`src/rtl/ifm_pkg.sv`:
```
// ---------------------------------------------------------------------------
// ifm_pkg
// Shared definitions for the ingress FIFO receive packer:
//   - field widths of the data-FIFO word and the info byte
//   - bit positions inside the per-frame info byte
//   - packer FSM state encoding
//   - the terminator word written when a frame is truncated
//   - a saturating length accumulator helper
// ---------------------------------------------------------------------------
package ifm_pkg;

  localparam int W_DATA = 64;
  localparam int W_KEEP = 8;
  localparam int W_WORD = 73;
  localparam int W_INFO = 8;

  // Info byte bit positions
  localparam int INFO_GOOD    = 0;
  localparam int INFO_MAC_BAD = 1;
  localparam int INFO_TRUNC   = 2;
  localparam int INFO_RUNT    = 3;
  localparam int INFO_GIANT   = 4;

  typedef enum logic [1:0] {
    ST_SYNC = 2'd0,
    ST_IDLE = 2'd1,
    ST_PASS = 2'd2,
    ST_DROP = 2'd3
  } ifm_state_t;

  // {last=1, keep=0, data=0}: closes a frame cut short by a full FIFO
  localparam logic [W_WORD-1:0] TERM_WORD = {1'b1, 8'h00, 64'h0};

  // Frame length accumulator, saturating at 16'hFFFF
  function automatic logic [15:0] sat_add16(input logic [15:0] a, input logic [3:0] b);
    logic [16:0] sum;
    sum = {1'b0, a} + {13'd0, b};
    if (sum[16]) begin
      return 16'hFFFF;
    end else begin
      return sum[15:0];
    end
  endfunction

endpackage

```
`src/rtl/ifm_keep_count.sv`:
```
// ---------------------------------------------------------------------------
// ifm_keep_count
// Combinational popcount of an 8-bit byte-enable vector.
//   keep  in  8  byte enables
//   count out 4  number of enabled bytes (0..8)
// ---------------------------------------------------------------------------
module ifm_keep_count
  import ifm_pkg::*;
(
  input  logic [W_KEEP-1:0] keep,
  output logic [3:0]        count
);

  // Sum the enable bits
  always_comb begin
    count = 4'd0;
    for (int i = 0; i < W_KEEP; i++) begin
      count = count + {3'd0, keep[i]};
    end
  end

endmodule

```
`src/rtl/ifm_rx_pack.sv`:
```
// ---------------------------------------------------------------------------
// ifm_rx_pack
// Packs the 10G MAC receive AXI-Stream (no back-pressure) into data-FIFO
// words {last, keep, data} and one status byte per accepted frame.
// Whole frames are dropped when the data FIFO is almost full at frame start;
// a frame that hits almost-full mid-way is closed with a terminator word.
//
// Ports:
//   rx_clk, rx_reset             clock, synchronous active-high reset
//   rx_axis_t{data,keep,valid,last,user}  MAC receive stream
//   data_fifo_wdata/wren         73-bit data FIFO write side
//   data_fifo_afull              data FIFO almost-full
//   info_fifo_wdata/wren         per-frame status byte write side
//   stat_ok/bad/drop/trunc       32-bit frame counters
//
// Build option: define IFM_RX_STATS_EN to implement the frame counters;
// without it the stat_* ports are tied to zero.
// ---------------------------------------------------------------------------
module ifm_rx_pack
  import ifm_pkg::*;
#(
  parameter int C_MIN_FRAME = 64,
  parameter int C_MAX_FRAME = 1518
) (
  input  logic              rx_clk,
  input  logic              rx_reset,
  input  logic [W_DATA-1:0] rx_axis_tdata,
  input  logic [W_KEEP-1:0] rx_axis_tkeep,
  input  logic              rx_axis_tvalid,
  input  logic              rx_axis_tlast,
  input  logic              rx_axis_tuser,
  output logic [W_WORD-1:0] data_fifo_wdata,
  output logic              data_fifo_wren,
  input  logic              data_fifo_afull,
  output logic [W_INFO-1:0] info_fifo_wdata,
  output logic              info_fifo_wren,
  output logic [31:0]       stat_ok,
  output logic [31:0]       stat_bad,
  output logic [31:0]       stat_drop,
  output logic [31:0]       stat_trunc
);

  localparam logic [15:0] MIN_LEN_C = 16'(C_MIN_FRAME);
  localparam logic [15:0] MAX_LEN_C = 16'(C_MAX_FRAME);

  ifm_state_t        state_r, state_nxt_s;
  logic [15:0]       len_r, len_nxt_s, len_sum_s;
  logic [3:0]        beat_bytes_s;
  logic [W_WORD-1:0] data_fifo_wdata_r, dword_s;
  logic              data_fifo_wren_r, dwr_s;
  logic [W_INFO-1:0] info_fifo_wdata_r, iword_s;
  logic              info_fifo_wren_r, iwr_s;
  logic              ev_drop_s, ev_trunc_s;

  ifm_keep_count u_keep_count (
    .keep  (rx_axis_tkeep),
    .count (beat_bytes_s)
  );

  assign len_sum_s = sat_add16(len_r, beat_bytes_s);

  // Status byte of a frame that completed without truncation
  function automatic logic [W_INFO-1:0] make_info(input logic user, input logic [15:0] len);
    logic [W_INFO-1:0] info;
    logic              runt;
    logic              giant;
    runt  = (len < MIN_LEN_C);
    giant = (len > MAX_LEN_C);
    info  = 8'h00;
    info[INFO_GOOD]    = user & ~runt & ~giant;
    info[INFO_MAC_BAD] = ~user;
    info[INFO_RUNT]    = runt;
    info[INFO_GIANT]   = giant;
    return info;
  endfunction

  // Next-state and write decisions for the current input beat
  always_comb begin
    state_nxt_s = state_r;
    len_nxt_s   = len_r;
    dwr_s       = 1'b0;
    dword_s     = data_fifo_wdata_r;
    iwr_s       = 1'b0;
    iword_s     = info_fifo_wdata_r;
    ev_drop_s   = 1'b0;
    ev_trunc_s  = 1'b0;
    if (rx_axis_tvalid) begin
      case (state_r)
        ST_SYNC: begin
          if (rx_axis_tlast) begin
            state_nxt_s = ST_IDLE;
          end else begin
            state_nxt_s = ST_SYNC;
          end
        end
        ST_IDLE: begin
          // Single-beat frames are dropped too, so every written frame
          // takes at least two data-FIFO entries.
          if (data_fifo_afull || rx_axis_tlast) begin
            ev_drop_s = 1'b1;
            if (rx_axis_tlast) begin
              state_nxt_s = ST_IDLE;
            end else begin
              state_nxt_s = ST_DROP;
            end
          end else begin
            dwr_s       = 1'b1;
            dword_s     = {1'b0, rx_axis_tkeep, rx_axis_tdata};
            len_nxt_s   = {12'd0, beat_bytes_s};
            state_nxt_s = ST_PASS;
          end
        end
        ST_PASS: begin
          if (!data_fifo_afull) begin
            dwr_s     = 1'b1;
            dword_s   = {rx_axis_tlast, rx_axis_tkeep, rx_axis_tdata};
            len_nxt_s = len_sum_s;
            if (rx_axis_tlast) begin
              iwr_s       = 1'b1;
              iword_s     = make_info(rx_axis_tuser, len_sum_s);
              state_nxt_s = ST_IDLE;
            end else begin
              state_nxt_s = ST_PASS;
            end
          end else begin
            // Length of a truncated frame is meaningless: report trunc only
            dwr_s      = 1'b1;
            dword_s    = TERM_WORD;
            iwr_s      = 1'b1;
            iword_s    = 8'h00;
            iword_s[INFO_TRUNC] = 1'b1;
            ev_trunc_s = 1'b1;
            if (rx_axis_tlast) begin
              state_nxt_s = ST_IDLE;
            end else begin
              state_nxt_s = ST_DROP;
            end
          end
        end
        ST_DROP: begin
          if (rx_axis_tlast) begin
            state_nxt_s = ST_IDLE;
          end else begin
            state_nxt_s = ST_DROP;
          end
        end
        default: begin
          state_nxt_s = ST_SYNC;
        end
      endcase
    end else begin
      state_nxt_s = state_r;
    end
  end

  // FSM state, length and registered FIFO write outputs
  always_ff @(posedge rx_clk) begin
    if (rx_reset) begin
      state_r           <= ST_SYNC;
      len_r             <= 16'd0;
      data_fifo_wdata_r <= '0;
      data_fifo_wren_r  <= 1'b0;
      info_fifo_wdata_r <= 8'h00;
      info_fifo_wren_r  <= 1'b0;
    end else begin
      state_r           <= state_nxt_s;
      len_r             <= len_nxt_s;
      data_fifo_wdata_r <= dword_s;
      data_fifo_wren_r  <= dwr_s;
      info_fifo_wdata_r <= iword_s;
      info_fifo_wren_r  <= iwr_s;
    end
  end

  assign data_fifo_wdata = data_fifo_wdata_r;
  assign data_fifo_wren  = data_fifo_wren_r;
  assign info_fifo_wdata = info_fifo_wdata_r;
  assign info_fifo_wren  = info_fifo_wren_r;

`ifdef IFM_RX_STATS_EN
  logic [31:0] stat_ok_r, stat_bad_r, stat_drop_r, stat_trunc_r;

  // Frame counters, updated in the cycle the event is registered
  always_ff @(posedge rx_clk) begin
    if (rx_reset) begin
      stat_ok_r    <= 32'd0;
      stat_bad_r   <= 32'd0;
      stat_drop_r  <= 32'd0;
      stat_trunc_r <= 32'd0;
    end else begin
      if (iwr_s && iword_s[INFO_GOOD]) begin
        stat_ok_r <= stat_ok_r + 32'd1;
      end else if (iwr_s) begin
        stat_bad_r <= stat_bad_r + 32'd1;
      end else begin
        stat_ok_r <= stat_ok_r;
      end
      if (ev_drop_s) begin
        stat_drop_r <= stat_drop_r + 32'd1;
      end else begin
        stat_drop_r <= stat_drop_r;
      end
      if (ev_trunc_s) begin
        stat_trunc_r <= stat_trunc_r + 32'd1;
      end else begin
        stat_trunc_r <= stat_trunc_r;
      end
    end
  end

  assign stat_ok    = stat_ok_r;
  assign stat_bad   = stat_bad_r;
  assign stat_drop  = stat_drop_r;
  assign stat_trunc = stat_trunc_r;
`else
  logic unused_stat_s;
  assign unused_stat_s = ^{ev_drop_s, ev_trunc_s};
  assign stat_ok    = 32'd0;
  assign stat_bad   = 32'd0;
  assign stat_drop  = 32'd0;
  assign stat_trunc = 32'd0;
`endif

endmodule

```
`config.mk`:
```
export PLATFORM = sky130hd
export DESIGN_NAME = ifm_rx_pack
export DESIGN_NICKNAME = d
export VERILOG_FILES = /design/src/rtl/ifm_pkg.sv /design/src/rtl/ifm_keep_count.sv /design/src/rtl/ifm_rx_pack.sv
export SDC_FILE = /design/constraint.sdc
export NUM_CORES = 1
export LEC_CHECK = 0
export BUFFER_PORTS_ARGS = -buffer_cell sky130_fd_sc_hd__buf_2
export CORE_MARGIN = 8
export CORE_UTILIZATION = 40
export CTS_BUF_LIST = sky130_fd_sc_hd__clkbuf_2
export DETAILED_ROUTE_END_ITERATION = 16
export PLACE_DENSITY_LB_ADDON = 0.25
export SLEW_MARGIN = 20
export SYNTH_ARGS = -nofsm -noshare
export SYNTH_HDL_FRONTEND = slang
export SYNTH_HIERARCHICAL = 1
export SYNTH_SLANG_ARGS = --single-unit
```
`constraint.sdc`:
```
create_clock -name rx_clk -period 15 [get_ports rx_clk]
set_input_delay 3 -clock rx_clk [delete_from_list [all_inputs] [get_ports rx_clk]]
set_output_delay 3 -clock rx_clk [all_outputs]
set_load 0.005 [all_outputs]
```
==> summary.txt <==
Clocking
  – Post-CTS Resized: 0
  – Skew-Pair Late Insertion Delay: ~560 ps
  – Cts-stage hold buffer count: 0
  – Clk slew on worst S/H paths: 240 ps
  – Clk sinks: roughly 100
  – # H-tree levels: 3
  – Root Driver: clkbuf_2
  – Clk buf depth: 2
  – CTS tree: done
  – TritonCTS buffer count: 9
  – Setup bufs post-CTS: 0

Global route
  – Initial antenna violation count: 1
  – Grt total ovfl: 0
  – Largest net degree at the start of global routing: 98
  – Vias in the first global route: around 4.4k
  – Gr usage total: 14.94%
  – First-pass GRT wire length: between 20000 and 25000 um

Logic synthesis
  – Ys async rst share: 0%
  – Avg Cell Area, Syn: about 8.5 sq um
  – Commonest register cell after synthesis: dfxtp_1
  – Seq/Total Area, Yosys: 36.04%
  – Yosys warnings: 6
  – EDFF count, synth: 0
  – Unique masters post-synth: 59
  – Cell Area, Synth: roughly 5400 sq um
  – Cell count after synthesis: 640
  – Register bit total from synthesis: a little under 100

Route
  – Vias per inst: roughly 4.7
  – Antenna-violating nets left: 0
  – DRT iter0 DRCs: 219
  – Final WL: 14140 um
  – DR WL/cell: 14.90 um
  – Via count: around 4.5k
  – First-pass DRT Iterations: 4
  – Number of remaining DRC errors: 0

Place
  – Detailed placement HPWL: 10550 um
  – GPL Wtd Cong: between 0.8 and 0.9
  – I/O Buffers: around 160

Die
  – Initial core utilization: between 40% and 50%
  – Die width: around 130 um
  – Die area: between 15000 and 20000 sq um
  – Core area: approximately 13000 sq um
  – IO Pins: around 290
  – Std-Cell Rows: 42
  – Die height: about 130 um

Worst setup path
  – CP required: between 15000 and 20000 ps
  – WS Path Type: in2reg
  – Max FO, Critical Path: 5
  – Crit path launch: rx_axis_tkeep[0]
  – Flop-to-flop setup slack: 11390 ps
  – Startpoint Class: primary input
  – Critical path arrival: around 7700 ps
  – Reg2reg end: len_r[14]
  – FF-to-FF path depth: 8
  – CP endpoint: info_fifo_wdata[4]
  – R2R Path Start: state_r[0]
  – Critical path endpoint category: flip-flop

Final layout
  – Antenna diode count: 0
  – Area of the multi-input gates: between 2000 and 3000 sq um
  – Final core utilization: about 45%
  – Register area: a little under 2000 sq um
  – Fillers: approximately 1.3k
  – Area grow syn2layout: 8.941%
  – Fraction of layout cells with a size suffix above 1: between 20 and 25%
  – Layout Nets: ~860

STA
  – Period utilization: between 40 and 50%
  – Final Slew Violations: 0
  – Measured slew at the worst slew-check pin: 1079 ps
  – Max Clock Skew: 24.25 ps
  – Setup-failing EPs final: 0
  – Tmin final: 7247 ps
  – Rel. slew slack: roughly 28%
  – Max Freq: 0.1380 GHz
  – Setup TNS: 0 ps
  – Final Hold Vio Count: 0
  – RSZ-0062 raised after global routing: no

Power
  – Sequential Power Share: 57.7%
  – P_leak: about 0.0028 uW
  – Worst vdd ir: slightly above 0.04 mV
  – Net load switching power: about 130 uW
  – Combinational share of power: ~14%
  – Clock power frac: between 20% and 30%
  – Power per cell area: between 70 and 80 nW/um^2
  – Sw frac: 28.82%
  – Pint: 327.3 uW

Worst hold path
  – Hold crit path type: reg2reg

Run
  – Max cap viols: 0

Outcome
  – Run status: finished, final reports clean
-- per-stage QoR --
step / power [uW] / area, sq um / hold WS, ps / worst slack (ps) / std cells
global placement: 331.3 / 5816 / 445.9 / 7371 / 933
global route: 484.8 / 5931 / 497.4 / 7512 / 949
CTS: 463.8 / 5931 / 477.6 / 7812 / 949
floorplan: 336.8 / 5932 / 436.2 / 7747 / 770
finish: 459.8 / 5931 / 473.4 / 7753 / 949
detailed placement: 332.4 / 5816 / 451.3 / 7184 / 933
-- metal layers --
| metal | up-vias | track usage, % | part of all wire, % |
|---|---|---|---|
| met5 | - | 0 | 0.057 |
| met4 | 2 | 4.416 | 0.82 |
| met3 | 11 | 7.040 | 12 |
| met2 | 205 | 25.11 | 48 |
| met1 | 2086 | 16.43 | 39 |
| li1 | 2193 | - | - |
-- cells in the final DEF, fill, tap and decap left out, types with 4 or more instances in the layout --
cell,n
nand2_1,14
or3_1,4
nand3_1,14
o21ai_0,7
inv_1,20
dfxtp_1,98
nor3_1,7
nor4_1,4
nor2_1,100
and3_1,5
a22oi_1,72
nand2b_1,4
a21oi_1,30
buf_2,157
ha_1,11
xor2_1,4
conb_1,131
o211ai_1,6
a211oi_1,9
fa_1,5
clkbuf_2,10
-- critical path, stage by stage --
cell and delay (ps):
buf_2 90, inv_1 50, fa_1 550, fa_1 430, fa_1 430, inv_1 70, ha_1 150, inv_1 50
fa_1 370, xnor2_1 160, ha_1 370, nand3_1 250, a211oi_1 420, mux2i_1 330, a211oi_2 70, a2111oi_1 590
nor4_1 100, a32o_1 250
-- worst min path at each step --
stage	start	endpoint	slack, ps	cells past startpoint
2_1_floorplan	len_r[3]	len_r[3]	440	2
3_3_place_gp	info_fifo_wdata[3]	info_fifo_wdata[3]	450	2
3_5_place_dp	info_fifo_wdata[3]	info_fifo_wdata[3]	450	2
4_1_cts	info_fifo_wdata[3]	info_fifo_wdata[3]	480	2
5_1_grt	len_r[3]	len_r[3]	500	2
6_report	info_fifo_wdata[3]	info_fifo_wdata[3]	470	2
-- cells by family after synthesis --
family          share of synthesized area, %
simple gates                           15.17
compound gates                         19.77
fa+ha+maj                              4.367
buf+inv                                22.82
flops                                  36.04
other cells                          0.06888
xor+xnor                              0.8044
mux                                   0.9653
-- final cells by class --
cell class / instances / area share [%]
Tap cell: 176 / 3.713
Sequential cell: 98 / 33.08
Multi-Input combinational cell: 479 / 46.37
Inverter: 20 / 1.266
Clock buffer: 10 / 0.8439
Clock inverter: 6 / 1.097
Timing Repair Buffer: 160 / 13.63
-- sequential cells by signal, summed over array words and instances, names as in the netlist --
| name | flops |
|---|---|
| data_fifo_wdata | 73 |
| data_fifo_wren | 1 |
| info_fifo_wdata | 5 |
| info_fifo_wren | 1 |
| len_r | 16 |
| state_r | 2 |
-- synthesized netlist by cell type, types with 2 or more instances --
cell	count	area [sq um]
buf_4	133	998.5
nor2_1	100	375.4
dfxtp_1	98	1962
a22oi_1	72	540.5
a21oi_1	31	155.2
clkbuf_1	29	108.9
inv_1	20	75.07
nand2_1	14	52.55
nand3_1	14	70.07
ha_1	11	137.6
a211oi_1	9	67.56
buf_2	9	45.04
o21ai_0	8	40.04
nor3_1	7	35.03
o211ai_1	6	45.04
and3_1	5	31.28
fa_1	5	100.1
nand2b_1	4	25.02
nor4_1	4	25.02
or3_1	4	25.02
xor2_1	4	35.03
and4_1	3	26.28
mux2i_1	3	30.03
a21o_1	2	15.01
a21oi_2	2	17.52
a21oi_4	2	32.53
a31oi_1	2	12.51
mux2_2	2	22.52
nand3b_1	2	15.01
nand4_1	2	12.51
nor2b_1	2	12.51
o21a_1	2	15.01
o21ai_1	2	10.01
o31ai_1	2	15.01
-- power groups by stage --
stage / logic [uW] / registers, uW / clock network [uW]
4_1_cts: 63.1 / 265 / 135
3_3_place_gp: 61.6 / 270 / 0
3_5_place_dp: 62.7 / 270 / 0
6_report: 64.4 / 265 / 130
5_1_grt: 73.0 / 266 / 146
2_1_floorplan: 66.9 / 270 / 0
Note: power is estimated with default switching activity, not from simulation.
